--- config.mk ---
export PLATFORM = sky130hd
export DESIGN_NAME = bram_stream_reader
export DESIGN_NICKNAME = d
export VERILOG_FILES = /design/src/rtl/bram_stream_reader.sv
export SDC_FILE = /design/constraint.sdc
export NUM_CORES = 1
export LEC_CHECK = 0
export BUFFER_PORTS_ARGS = -buffer_cell sky130_fd_sc_hd__buf_2
export CORE_MARGIN = 2
export CORE_UTILIZATION = 40
export CTS_BUF_LIST = sky130_fd_sc_hd__clkbuf_8
export DETAILED_ROUTE_END_ITERATION = 12
export PLACE_DENSITY_LB_ADDON = 0.3
export SYNTH_ARGS = -nofsm -noshare
export SYNTH_HDL_FRONTEND = slang
export SYNTH_SLANG_ARGS = --single-unit
--- constraint.sdc ---
create_clock -name i_clk -period 5.5 [get_ports i_clk]
set_clock_uncertainty 0.1 [all_clocks]
set_input_delay 0.275 -clock i_clk [delete_from_list [all_inputs] [get_ports i_clk]]
set_output_delay 0.275 -clock i_clk [all_outputs]
set_load 0.005 [all_outputs]
--- src/rtl/bram_stream_reader.sv ---
// Streams a window of words out of a block-RAM read port as a valid/ready
// stream. A 2-entry output FIFO decouples the one-cycle RAM read latency from
// downstream backpressure; reads are issued only when the FIFO is guaranteed
// to have room for the returning word.
module bram_stream_reader #(
  parameter int DATA_W = 24,
  parameter int ADDR_W = 8,
  parameter int LEN_W  = 9
) (
  input  logic              i_clk,
  input  logic              i_rst,
  input  logic              i_start,
  input  logic [ADDR_W-1:0] i_base_addr,
  input  logic [LEN_W-1:0]  i_len,
  output logic              o_busy,
  output logic              o_done,
  output logic [ADDR_W-1:0] o_bram_addr,
  output logic              o_bram_ce,
  output logic              o_bram_we,
  output logic [DATA_W-1:0] o_bram_din,
  input  logic [DATA_W-1:0] i_bram_dout,
  output logic [DATA_W-1:0] o_tdata,
  output logic              o_tvalid,
  output logic              o_tlast,
  input  logic              i_tready
);

  typedef enum logic [1:0] {
    ST_IDLE,
    ST_READ,
    ST_DRAIN,
    ST_DONE
  } state_t;

  localparam logic [LEN_W-1:0] MAX_LEN = LEN_W'(2 ** ADDR_W);

  state_t              state_reg, state_next;
  logic [ADDR_W-1:0]   addr_reg, addr_next;
  logic [LEN_W-1:0]    remaining_reg, remaining_next;
  logic                inflight_reg;
  logic                inflight_last_reg;
  logic [DATA_W-1:0]   fifo_data_reg [2];
  logic                fifo_last_reg [2];
  logic                wr_ptr_reg;
  logic                rd_ptr_reg;
  logic [1:0]          count_reg;

  logic                issue;
  logic                push;
  logic                pop;
  logic [2:0]          occupancy;
  logic [LEN_W-1:0]    len_clamped;

  // Windows longer than the RAM are clamped to one full pass.
  assign len_clamped = (i_len > MAX_LEN) ? MAX_LEN : i_len;

  // Words in the FIFO plus the one possibly still coming back from the RAM.
  assign occupancy = {1'b0, count_reg} + {2'b00, inflight_reg};
  assign push      = inflight_reg;
  assign o_tvalid  = (count_reg != 2'd0);
  assign pop       = o_tvalid & i_tready;

  assign o_tdata     = fifo_data_reg[rd_ptr_reg];
  assign o_tlast     = fifo_last_reg[rd_ptr_reg] & o_tvalid;
  assign o_bram_ce   = issue;
  assign o_bram_addr = addr_reg;
  assign o_bram_we   = 1'b0;
  assign o_bram_din  = '0;
  assign o_busy      = (state_reg == ST_READ) || (state_reg == ST_DRAIN);
  assign o_done      = (state_reg == ST_DONE);

  // Next-state, read-issue and address/length bookkeeping.
  always_comb begin
    state_next     = state_reg;
    addr_next      = addr_reg;
    remaining_next = remaining_reg;
    issue          = 1'b0;
    case (state_reg)
      ST_IDLE: begin
        if (i_start) begin
          addr_next      = i_base_addr;
          remaining_next = len_clamped;
          state_next     = (len_clamped == '0) ? ST_DONE : ST_READ;
        end
      end
      ST_READ: begin
        // A same-cycle pop frees a slot, so a full FIFO can still take a read.
        if ((remaining_reg != '0) && (occupancy < (3'd2 + {2'b00, pop}))) begin
          issue          = 1'b1;
          addr_next      = addr_reg + ADDR_W'(1);
          remaining_next = remaining_reg - LEN_W'(1);
          if (remaining_reg == LEN_W'(1)) begin
            state_next = ST_DRAIN;
          end
        end
      end
      ST_DRAIN: begin
        // Leave as soon as the final beat handshakes so done follows directly.
        if (!inflight_reg && ((count_reg == 2'd0) || ((count_reg == 2'd1) && pop))) begin
          state_next = ST_DONE;
        end
      end
      ST_DONE: begin
        state_next = ST_IDLE;
      end
      default: begin
        state_next = ST_IDLE;
      end
    endcase
  end

  // Control registers: FSM state, read address, remaining count, in-flight tag.
  always_ff @(posedge i_clk or negedge i_rst) begin
    if (!i_rst) begin
      state_reg         <= ST_IDLE;
      addr_reg          <= '0;
      remaining_reg     <= '0;
      inflight_reg      <= 1'b0;
      inflight_last_reg <= 1'b0;
    end else begin
      state_reg         <= state_next;
      addr_reg          <= addr_next;
      remaining_reg     <= remaining_next;
      inflight_reg      <= issue;
      inflight_last_reg <= issue && (remaining_reg == LEN_W'(1));
    end
  end

  // Output FIFO: capture returning RAM data only when a read is in flight.
  always_ff @(posedge i_clk or negedge i_rst) begin
    if (!i_rst) begin
      for (int i = 0; i < 2; i++) begin
        fifo_data_reg[i] <= '0;
        fifo_last_reg[i] <= 1'b0;
      end
      wr_ptr_reg <= 1'b0;
      rd_ptr_reg <= 1'b0;
      count_reg  <= 2'd0;
    end else begin
      if (push) begin
        fifo_data_reg[wr_ptr_reg] <= i_bram_dout;
        fifo_last_reg[wr_ptr_reg] <= inflight_last_reg;
        wr_ptr_reg                <= ~wr_ptr_reg;
      end
      if (pop) begin
        rd_ptr_reg <= ~rd_ptr_reg;
      end
      case ({push, pop})
        2'b10:   count_reg <= count_reg + 2'd1;
        2'b01:   count_reg <= count_reg - 2'd1;
        default: count_reg <= count_reg;
      endcase
    end
  end

endmodule

## Yosys cells after proc, flatten, opt, wreduce, memory -nomap -nowiden

Cells that the tools add are included.

| operators by class | value |
|---|---|
| equality and inequality tests | 11 |
| add/sub/neg operators | 6 |
| bitwise operators | 6 |
| mux-type cells | 28 |
| magnitude comparators | 5 |
| reductions and logical operators | 17 |

Operator list:

| cell | count |
|---|---|
| $mux W24 | 4 |
| $bwmux W48 | 1 |
| $mux W9 | 3 |
| $demux W24 S1 | 1 |
| $pmux W9 S2 | 1 |
| $mux W8 | 2 |
| $pmux W8 S2 | 1 |
| $mux W2 | 5 |
| $eq A9 B1 Y1 const B | 1 |
| $gt A9 B9 Y1 const B | 1 |
| $logic_not A9 Y1 | 1 |
| $reduce_bool A9 Y1 | 1 |
| $sub A9 B1 Y9 const B | 1 |
| $add A8 B1 Y8 const B | 1 |
| $pmux W2 S4 | 1 |
| $eq A2 B1 Y1 const B | 3 |
| $eq A2 B2 Y1 const B | 3 |
| $mux W1 | 6 |
| $ne A2 B1 Y1 const B | 3 |
| $reduce_bool A2 Y1 | 3 |
| $logic_and A1 B1 Y1 | 5 |
| $ge A2 B2 Y1 const B | 2 |
| $logic_not A2 Y1 | 2 |
| $not A1 Y2 | 2 |
| 16 further kinds | 19 |

| word-level totals | value |
|---|---|
| input port bits | 45 |
| logic and storage cells | 85 |
| output and inout bits | 62 |
| register bits | 75 |

## Logic depth before layout (Yosys ltp)

Gate-level depths: netlist (run 1).

| depth | value |
|---|---|
| depth in word-level cells | 8 |
| gate-level depth with buffers | 9 |
| mapped depth without buffers | 7 |

## Worst setup path before layout (run 1)

Ideal clock, no wire load.

| timing | value |
|---|---|
| kind | register -> register |
| from | reg inflight_reg |
| to | reg remaining_reg[5] |
| data required time | 5,320 ps |
| library setup time | 80 ps |
| buffers on the path | 0 |
| path slack | 3,419 ps |
| stages on the path, launching flop included | 8 |
| clock period less this slack | 2,081 ps |
| arrival time | 1,901 ps |
| path through | dfrtp_1 > ha_1 > ha_1 > nor2_1 > a21o_2 > nand2_1 > a2111oi_0 > a2bb2oi_1 |

| between the ends | value |
|---|---|
| longest elaborated chain between the ends | 5 |

RTL lines:

| element | line | source |
|---|---|---|
| start, declared | 40 | `logic inflight_reg;` |
| start signal, assigned | 124 | `inflight_reg <= issue;` |
| $add A2 B1 Y3 | 58 | `assign occupancy = {1'b0, count_reg} + {2'b00, inflight_reg};` |
| $lt A3 B3 Y1 | 88 | `if ((remaining_reg != '0) && (occupancy < (3'd2 + {2'b00, pop}))) begin` |
| $logic_and A1 B1 Y1 | 88 |  |
| $ne A2 B1 Y1 (no line) | - |  |
| $reduce_and A3 Y1 (no line) | - |  |
| end signal, assigned | 123 | `remaining_reg <= remaining_next;` |
| end, declared | 39 | `logic [LEN_W-1:0] remaining_reg, remaining_next;` |

No other way between the ends.
A chain may end at the register's enable or synchronous reset.

## Worst setup path after layout (run 1)

| timing | value |
|---|---|
| from | reg remaining_reg[0] |
| to | out o_bram_ce |

| between the ends | value |
|---|---|
| longest elaborated chain between the ends | 4 |

RTL lines:

| element | line | source |
|---|---|---|
| $reduce_bool A9 Y1 | 88 |  |
| $logic_and A1 B1 Y1 | 88 |  |
| $mux W1 | 88 |  |
| $mux W1 | 78 | `case (state_reg)` |
| end, declared | 18 | `output logic o_bram_ce,` |

No other way between the ends.

==> impl_metrics.tcl, run 1 <==
set metrics [dict create \
    status "finished, violations left" \
    violations "hold timing" \
    drc 0 \
    arrival_ns 2.27 \
    grt_antenna_before_repair 0 \
    fin_hold_ws_ns -0.0343 \
    vias 2918 \
    area_growth_pct 16.6 \
    synth_top_area_cell "dfrtp_1" \
    cts_resized 0 \
    fin_area_um2 4710 \
    num_rows 36 \
    gr-total-overflow 0 \
    io_buffers 81 \
    netlist-cell-type-count 54 \
    track_usage 0.165 \
    wirelength_um 8690 \
    ys_seq_area_frac 0.465 \
    regArea_um2 1880 \
    drv_slew 0 \
    largest_reg_flops 48 \
    yosys-top-cells-area "dfrtp_1, mux2_1, buf_4" \
    multi_input_area_um2 1980 \
    insertion_delay_ns 0.34 \
    final_antenna_net_count 0 \
    finalPower_w 0.00282 \
    dpl_cell_area_um2 4500 \
    h-tree-depth 3 \
    p_per_area_nw_per_um2 599 \
    start_kind "flip-flop" \
    drv_cap 0 \
    place.gp.congestion 0.872 \
    relSlewSlack 0.368 \
    fin_crit_sh 0.480 \
    drtPass1Iterations 4 \
    grt_pass1_vias 2943 \
    io_pins 107 \
    drt_iter0_drc 143 \
    syn_area_per_cell_um2 11.6 \
    synthFlopType "dfrtp_1" \
    netlist.area_leader.share 0.465 \
    synth_edf_count 0 \
    nFillCells 933 \
    cp.required_ns 5.12 \
    die_area_um2 10900 \
    crit_fanout 7 \
    root_buffer "clkbuf_8" \
    hold_class "in -> async" \
    clk_pin_slew_worst_paths_ns 0.08 \
    criticalPathCategory "reg -> out" \
    tns_ns 0 \
    postLayoutCoreUtil 0.482 \
    max_freq_mhz 379 \
    numCtsBuffers 9 \
    reg2reg_setup_slack_ns 2.94 \
    hold_violations 41 \
    synthArstFlopShare 1.00 \
    grt_pass1_wl_um 14600 \
    nets 488 \
    cts_num_sinks 75 \
    synth_area_um2 4040 \
    viasPerCell 5.15 \
    die-width_um 104 \
    p_leak_nw 2.15 \
    end_kind "output port" \
    yosys_warnings 0 \
    core_area_um2 9770 \
    grt_start_max_net_pins 76 \
    setup_viol 0 \
    period_needed_ns 2.64 \
    post_drt_wl_per_cell_um 15.3 \
    dp_hpwl_um 6280 \
    peakVddDrop_uv 222 \
    hold_buffers 0 \
    cts_tree "built" \
    antenna_cells 0 \
    die-height_um 104 \
    ys_ff_latch 75 \
    start_util 0.413 \
    rsz0062_at_grt "false" \
    max_slew.worst_pin.slew_ns 0.949 \
    synth_cells 347 \
    final_layout_size_suffix_gt1_frac 0.276 \
    clock_path_buffers 2 \
    cts_setup_buffers 0 \
]
## critical path, stage by stage, from the launching register on
cell     delay [ns]
dfrtp_1        0.45
inv_1          0.12
ha_1           0.23
or4b_4         0.54
nor2_4         0.15
nor2_1         0.09
nand2_1        0.11
inv_1          0.09
buf_2          0.13
## metal layers
metal / share of wire / routed length [um] / track usage
met5: 0 / 0 / 0
met4: 0.0072 / 63 / 0.0299
met3: 0.068 / 589 / 0.0414
met2: 0.48 / 4160 / 0.270
met1: 0.45 / 3880 / 0.223
## power by group
part / internal (W) / switching [W]
Sequential: 0.000825 / 0.000198
Combinational: 0.000653 / 0.000682
Clock: 0.000254 / 0.000209
Total: 0.00173 / 0.00109
## layout make-up
cell class | instances | area share
clock buffers | 9 | 0.0263
clock inverters | 6 | 0.0189
inverters | 12 | 0.00957
multi-input cells | 248 | 0.420
flip-flops and latches | 75 | 0.399
well taps | 133 | 0.0353
repair buffers | 84 | 0.0914
## worst paths after layout
kind                              startpoint           endpoint  depth (start not counted)
setup reg to reg                state_reg[1]     o_bram_addr[2]                          7
max in group asynchronous              i_rst   remaining_reg[6]                          1
hold / removal                         i_rst  fifo_data_reg[45]                          1
min in group i_clk            i_base_addr[3]     o_bram_addr[3]                          3
hold reg to reg            fifo_data_reg[41]  fifo_data_reg[41]                          1
setup / recovery            remaining_reg[0]          o_bram_ce                          8
## synth_stat cells, types with 3 or more instances
library cell and n:
a211oi_1 3, a21oi_1 8, a221o_1 3, a2bb2oi_1 4
a31oi_1 3, buf_2 3, buf_4 25, clkbuf_1 7
dfrtp_1 75, ha_1 13, inv_1 11, mux2_1 65
mux2_2 10, mux2i_1 3, nand2_1 18, nand2b_1 3
nand3_1 12, nor2_1 17, nor2b_1 5, nor3_1 8
o211ai_1 4, o22ai_1 4, o311ai_1 5
## layout by cell type (no fill, tap or decap), types with 3 or more instances in the layout
| cell type | instances |
|---|---|
| o22ai_1 | 4 |
| nor2b_1 | 5 |
| buf_4 | 4 |
| a21oi_1 | 8 |
| clkbuf_8 | 9 |
| dfrtp_1 | 75 |
| a31oi_1 | 3 |
| conb_1 | 25 |
| nand2_1 | 18 |
| a211oi_1 | 3 |
| o211ai_1 | 4 |
| nor2_1 | 16 |
| nand3_1 | 12 |
| buf_2 | 80 |
| a2bb2oi_1 | 4 |
| o311ai_1 | 5 |
| nor3_1 | 8 |
| ha_1 | 13 |
| mux2_1 | 65 |
| mux2i_1 | 3 |
| inv_1 | 11 |
| a221o_1 | 3 |
| mux2_2 | 10 |
| nand2b_1 | 3 |
## kinds of logic after synthesis
logic type	share of synthesized area
xor+xnor	0.00868
flops	0.465
compound gates	0.0988
fa+ha+maj	0.0403
mux	0.222
simple gates	0.0957
other cells	0.000928
buf+inv	0.0688
## metrics by stage
step	setup slack [ns]	std cells	hold slack, ns
5_1_grt	2.71	567	0.0420
3_5_place_dp	2.92	552	0.369
6_report	2.86	567	-0.0343
4_1_cts	2.86	567	0.00473
2_1_floorplan	3.42	371	-0.121
3_3_place_gp	2.99	552	0.359
Power figures use the tool's default switching activity.
==> inputs of run 2 (changes only) <==
clock period = 2.75 ns   (was 5.5 ns; I/O delays follow)
==> run 2 against run 1 <==
Against the previous run:
- the run now ends clean
- critical endpoint unchanged
- total power grew 100%
- global-route usage rose by 0.25 points
- worst setup slack worse by 2.6 ns
==> impl_metrics.tcl, run 2 (synthesis results as in run 1) <==
set metrics [dict create \
    numCtsBuffers 9 \
    largest_reg_flops 48 \
    place.gp.congestion 0.883 \
    combPwrFrac 0.492 \
    period_needed_ns 2.50 \
    r2r-start "state_reg[0]" \
    drv_cap 0 \
    core_area_um2 9770 \
    cpMostUsedCell "inv_1" \
    cp.required_ns 2.51 \
    cts_num_sinks 75 \
    p_sw_frac 0.391 \
    p_sw_w 0.00220 \
    drtPass1Iterations 4 \
    grt_start_max_net_pins 76 \
    die_area_um2 10900 \
    nets 526 \
    post_drt_wl_per_cell_um 15.0 \
    endpoint "o_bram_ce" \
    r2r_end "remaining_reg[2]" \
    arrival_ns 2.27 \
    final_antenna_net_count 0 \
    hold_violations 0 \
    drc 0 \
    crit_cells 8 \
    drt_iter0_drc 90 \
    die-height_um 104 \
    grt_pass1_vias 3036 \
    rsz0062_at_grt "false" \
    relSlewSlack 0.376 \
    dp_hpwl_um 6370 \
    start_util 0.413 \
    dp.cells 555 \
    grt_antenna_before_repair 0 \
    die-width_um 104 \
    tns_ns 0 \
    cts_tree "built" \
    cts_resized 0 \
    antenna_cells 0 \
    final_layout_size_suffix_gt1_frac 0.261 \
    num_rows 36 \
    hold_buffers 35 \
    dpl_cell_area_um2 4520 \
    clk_pin_slew_worst_paths_ns 0.08 \
    worst-path-buf-inv 3 \
    path_cells "inv_1 > ha_1 > or4b_4 > nor2_4 > nor2_1 > nand2_1 > inv_1 > buf_2" \
    end_kind "output port" \
    p_leak_nw 2.30 \
    insertion_delay_ns 0.35 \
    track_usage 0.167 \
    vias 3032 \
    cp_slowest_stage_delay_ns 0.55 \
    max_slew.worst_pin.slew_ns 0.936 \
    clock_path_buffers 2 \
    status "complete, no violations" \
    area_growth_pct 25.2 \
    max_freq_mhz 399 \
    hold_class "in -> reg" \
    gr-total-overflow 0 \
    h-tree-depth 3 \
    power_frac_seq 0.361 \
    cts_setup_buffers 0 \
    final_cell_mix "buf_2, dfrtp_1, mux2_1" \
    power.share.clock 0.147 \
    drv_slew 0 \
    root_buffer "clkbuf_8" \
    fin_area_um2 5060 \
    io_pins 107 \
    reg2reg_depth 6 \
    wirelength_um 9050 \
    worstSetupStartpoint "remaining_reg[0]" \
    slowest_stage "or4b_4" \
    grt_pass1_wl_um 14800 \
    crit_fanout 7 \
    fin_cells 605 \
    setup_viol 0 \
    min-delay-start "i_len[0]" \
    critical-path-top-delay-family "simple AND/OR/NAND/NOR gates" \
    peakVddDrop_uv 586 \
    p_per_area_nw_per_um2 1110 \
    mostFrequentLayoutCell "buf_2" \
    criticalPathCategory "reg -> out" \
    io_buffers 81 \
    start_kind "flip-flop" \
    intPower_w 0.00344 \
    viasPerCell 5.01 \
    fin_crit_sh 0.911 \
    reg2reg_setup_slack_ns 0.35 \
]
==> run 2: cell types whose count changed in the layout (fill, tap and decap cells not counted) <==
cell,delta
dlygate4sd3_1,+35
clkinv_2,+1
buf_4,+3
clkinvlp_4,-1
clkinv_4,+1
bufinv_16,-1
==> run 2: metal layers <==
layer | track usage | share of wire
met5 | 0 | 0
met3 | 0.0332 | 0.048
met2 | 0.290 | 0.49
met4 | 0.0512 | 0.015
met1 | 0.210 | 0.44
==> run 2: cell type report <==
type | count | area, um2
fill | 906 | 4720
inverter | 12 | 45.0
multi-input combinational | 248 | 1980
timing repair buffer | 122 | 803
clock buffer | 9 | 124
clock inverter | 6 | 65.1
tap | 133 | 166
sequential | 75 | 1880
==> run 2: worst min-delay path by stage <==
stage,cells after the start,slack (ns),to
final,4,0.06,remaining_reg[0]
after global routing,3,0.07,remaining_reg[1]
after CTS,4,0.04,remaining_reg[0]
after floorplan,0,-0.26,count_reg[0]
after global placement,1,0.24,fifo_data_reg[21]
after detailed placement,1,0.25,fifo_data_reg[21]
==> run 2: per-stage QoR <==
step | power [W] | utilization | setup WS, ns | hold slack, ns
after global routing | 0.00608 | 0.517 | 0.117 | 0.0695
after CTS | 0.00570 | 0.517 | 0.251 | 0.0445
after floorplan | 0.00387 | - | 0.669 | -0.258
final | 0.00564 | 0.517 | 0.246 | 0.0632
after global placement | 0.00473 | 0.462 | 0.447 | 0.236
after detailed placement | 0.00481 | 0.462 | 0.377 | 0.247
==> run 2: power groups by stage <==
stage / combinational, W / sequential, W / clock [W]
after floorplan: 0.00193 / 0.00194 / 0
after global placement: 0.00271 / 0.00202 / 0
after detailed placement: 0.00276 / 0.00206 / 0
after CTS: 0.00281 / 0.00204 / 0.000858
after global routing: 0.00306 / 0.00211 / 0.000904
final: 0.00277 / 0.00204 / 0.000826
==> run 2: worst reg2reg max path, delay by kind of cell, from the launching register on <==
family,cells,cell delay (ns)
buffers and inverters,1,0.14
flip-flops,1,0.41
AO/OA/AOI/OAI,1,0.36
adder cells (fa/ha/maj),1,0.40
AND/OR/NAND/NOR,2,0.48
multiplexers,1,0.41
==> inputs of run 3 (changes only) <==
PLACE_DENSITY_LB_ADDON = unset   (was 0.3)
==> run 3 against run 2 <==
Against the previous run:
- die area is the same
- sequential power about the same
- design area increased by 1.4%
- clock power increased by 26%
- register-to-register slack about the same
==> impl_metrics.tcl, run 3 (synthesis results as in run 1) <==
set metrics [dict create \
    status "complete, no violations" \
    cts_tree "built" \
    fin_hold_ws_ns 0.0486 \
    drtPass1Iterations 5 \
    track_usage 0.176 \
    crit_fanout 7 \
    io_pins 107 \
    cts_resized 0 \
    h-tree-depth 3 \
    criticalPathCategory "reg -> out" \
    p_sw_w 0.00222 \
    power.share.clock 0.176 \
    relSlewSlack 0.372 \
    end_kind "output port" \
    max_freq_mhz 387 \
    mostFrequentLayoutCell "buf_2" \
    drv_slew 0 \
    intPower_w 0.00366 \
    drc 0 \
    place.gp.congestion 0.887 \
    numCtsBuffers 9 \
    rsz0062_at_grt "false" \
    dp_hpwl_um 6480 \
    core_area_um2 9770 \
    die-width_um 104 \
    final_layout_size_suffix_gt1_frac 0.264 \
    min-delay-start "i_base_addr[1]" \
    die_area_um2 10900 \
    drt_iter0_drc 117 \
    hold_class "in -> reg" \
    io_buffers 81 \
    cts_num_sinks 75 \
    final_cell_mix "buf_2, dfrtp_1, mux2_1" \
    root_buffer "clkbuf_8" \
    antenna_cells 0 \
    grt_pass1_vias 3091 \
    arrival_ns 2.34 \
    r2r_end "remaining_reg[5]" \
    num_rows 36 \
    tns_ns 0 \
    viasPerCell 5.05 \
    reg2reg_depth 7 \
    hold_path_depth 3 \
    p_leak_nw 2.34 \
    wirelength_um 9290 \
    die-height_um 104 \
    p_sw_frac 0.378 \
    cp.required_ns 2.51 \
    drv_cap 0 \
    p_per_area_nw_per_um2 1150 \
    clk_pin_slew_worst_paths_ns 0.08 \
    start_kind "flip-flop" \
    period_needed_ns 2.58 \
    r2r-start "inflight_reg" \
    start_util 0.413 \
    vias 3063 \
    insertion_delay_ns 0.35 \
    grt_antenna_before_repair 0 \
    grt_start_max_net_pins 76 \
    largest_reg_flops 48 \
    post_drt_wl_per_cell_um 15.3 \
    combPwrFrac 0.474 \
    grt_pass1_wl_um 15400 \
    area_growth_pct 27.0 \
    setup_viol 0 \
    clock_path_buffers 2 \
    cts_setup_buffers 0 \
    final_antenna_net_count 0 \
    reg2reg_setup_slack_ns 0.34 \
    nFillCells 908 \
    nets 526 \
    min_to "o_bram_addr[1]" \
    gr-total-overflow 0 \
    fin_crit_sh 0.939 \
    power_frac_seq 0.350 \
    hold_violations 0 \
    peakVddDrop_uv 570 \
    max_slew.worst_pin.slew_ns 0.941 \
]
[run 3: cell count changes in the layout (fill, tap and decap cells not counted), sizes merged]
cell	delta
dlygate4sd3	-1
clkbuf	+1
inv	-1
clkinvlp	-1
buf	+1
bufinv	+2
[run 3: worst max-delay path by stage]
stage,start,end,depth (start not counted)
after detailed placement,inflight_reg,remaining_reg[5],7
final,remaining_reg[0],o_bram_ce,8
after global placement,inflight_reg,remaining_reg[5],7
after CTS,remaining_reg[0],o_bram_ce,8
after floorplan,inflight_reg,remaining_reg[5],7
after global routing,remaining_reg[0],o_bram_ce,8
[run 3: area by class of cell]
class	instances	area, um2	share of cell area
multi-input cells	248	1980	0.385
clock buffers	10	138	0.0268
repair buffers	122	813	0.159
clock inverters	6	113	0.0220
well taps	133	166	0.0324
inverters	12	45.0	0.00878
flip-flops and latches	75	1880	0.366
[run 3: metrics by stage]
step | setup slack [ns] | total power, W | cells | area (um2) | util
2_1_floorplan | 0.669 | 0.00387 | 371 | 4130 | -
3_3_place_gp | 0.491 | 0.00475 | 556 | 4540 | 0.464
3_5_place_dp | 0.360 | 0.00484 | 556 | 4540 | 0.464
4_1_cts | 0.181 | 0.00593 | 606 | 5130 | 0.525
5_1_grt | 0.0321 | 0.00635 | 606 | 5130 | 0.525
6_report | 0.168 | 0.00588 | 606 | 5130 | 0.525
[run 3: worst max-delay path: stages (launching register included)]
cell,delay (ns)
dfrtp_1,0.46
inv_1,0.13
ha_1,0.26
or4b_4,0.56
nor2_4,0.16
nor2_1,0.08
nand2_1,0.13
inv_1,0.07
buf_2,0.13
[run 3: repair_timing]
item | CTS | global route
setup endpoints to repair | 0 | 0
hold endpoints to repair | 132 | 0
hold buffers | 34 | 0
[run 3: power by group through the flow]
stage | combinational [W] | clock [W] | sequential [W]
2_1_floorplan | 0.00193 | 0 | 0.00194
4_1_cts | 0.00282 | 0.00106 | 0.00205
3_3_place_gp | 0.00272 | 0 | 0.00203
5_1_grt | 0.00309 | 0.00112 | 0.00214
3_5_place_dp | 0.00276 | 0 | 0.00207
6_report | 0.00279 | 0.00104 | 0.00206
[run 3: routing by layer]
layer / up-vias / share of wire / global-route usage / wire length [um]
met3: 8 / 0.054 / 0.0332 / 500
met5: - / 0 / 0 / 0
met4: 0 / 0.0061 / 0.0579 / 57
li1: 1453 / - / - / -
met1: 1502 / 0.46 / 0.237 / 4310
met2: 100 / 0.48 / 0.285 / 4430
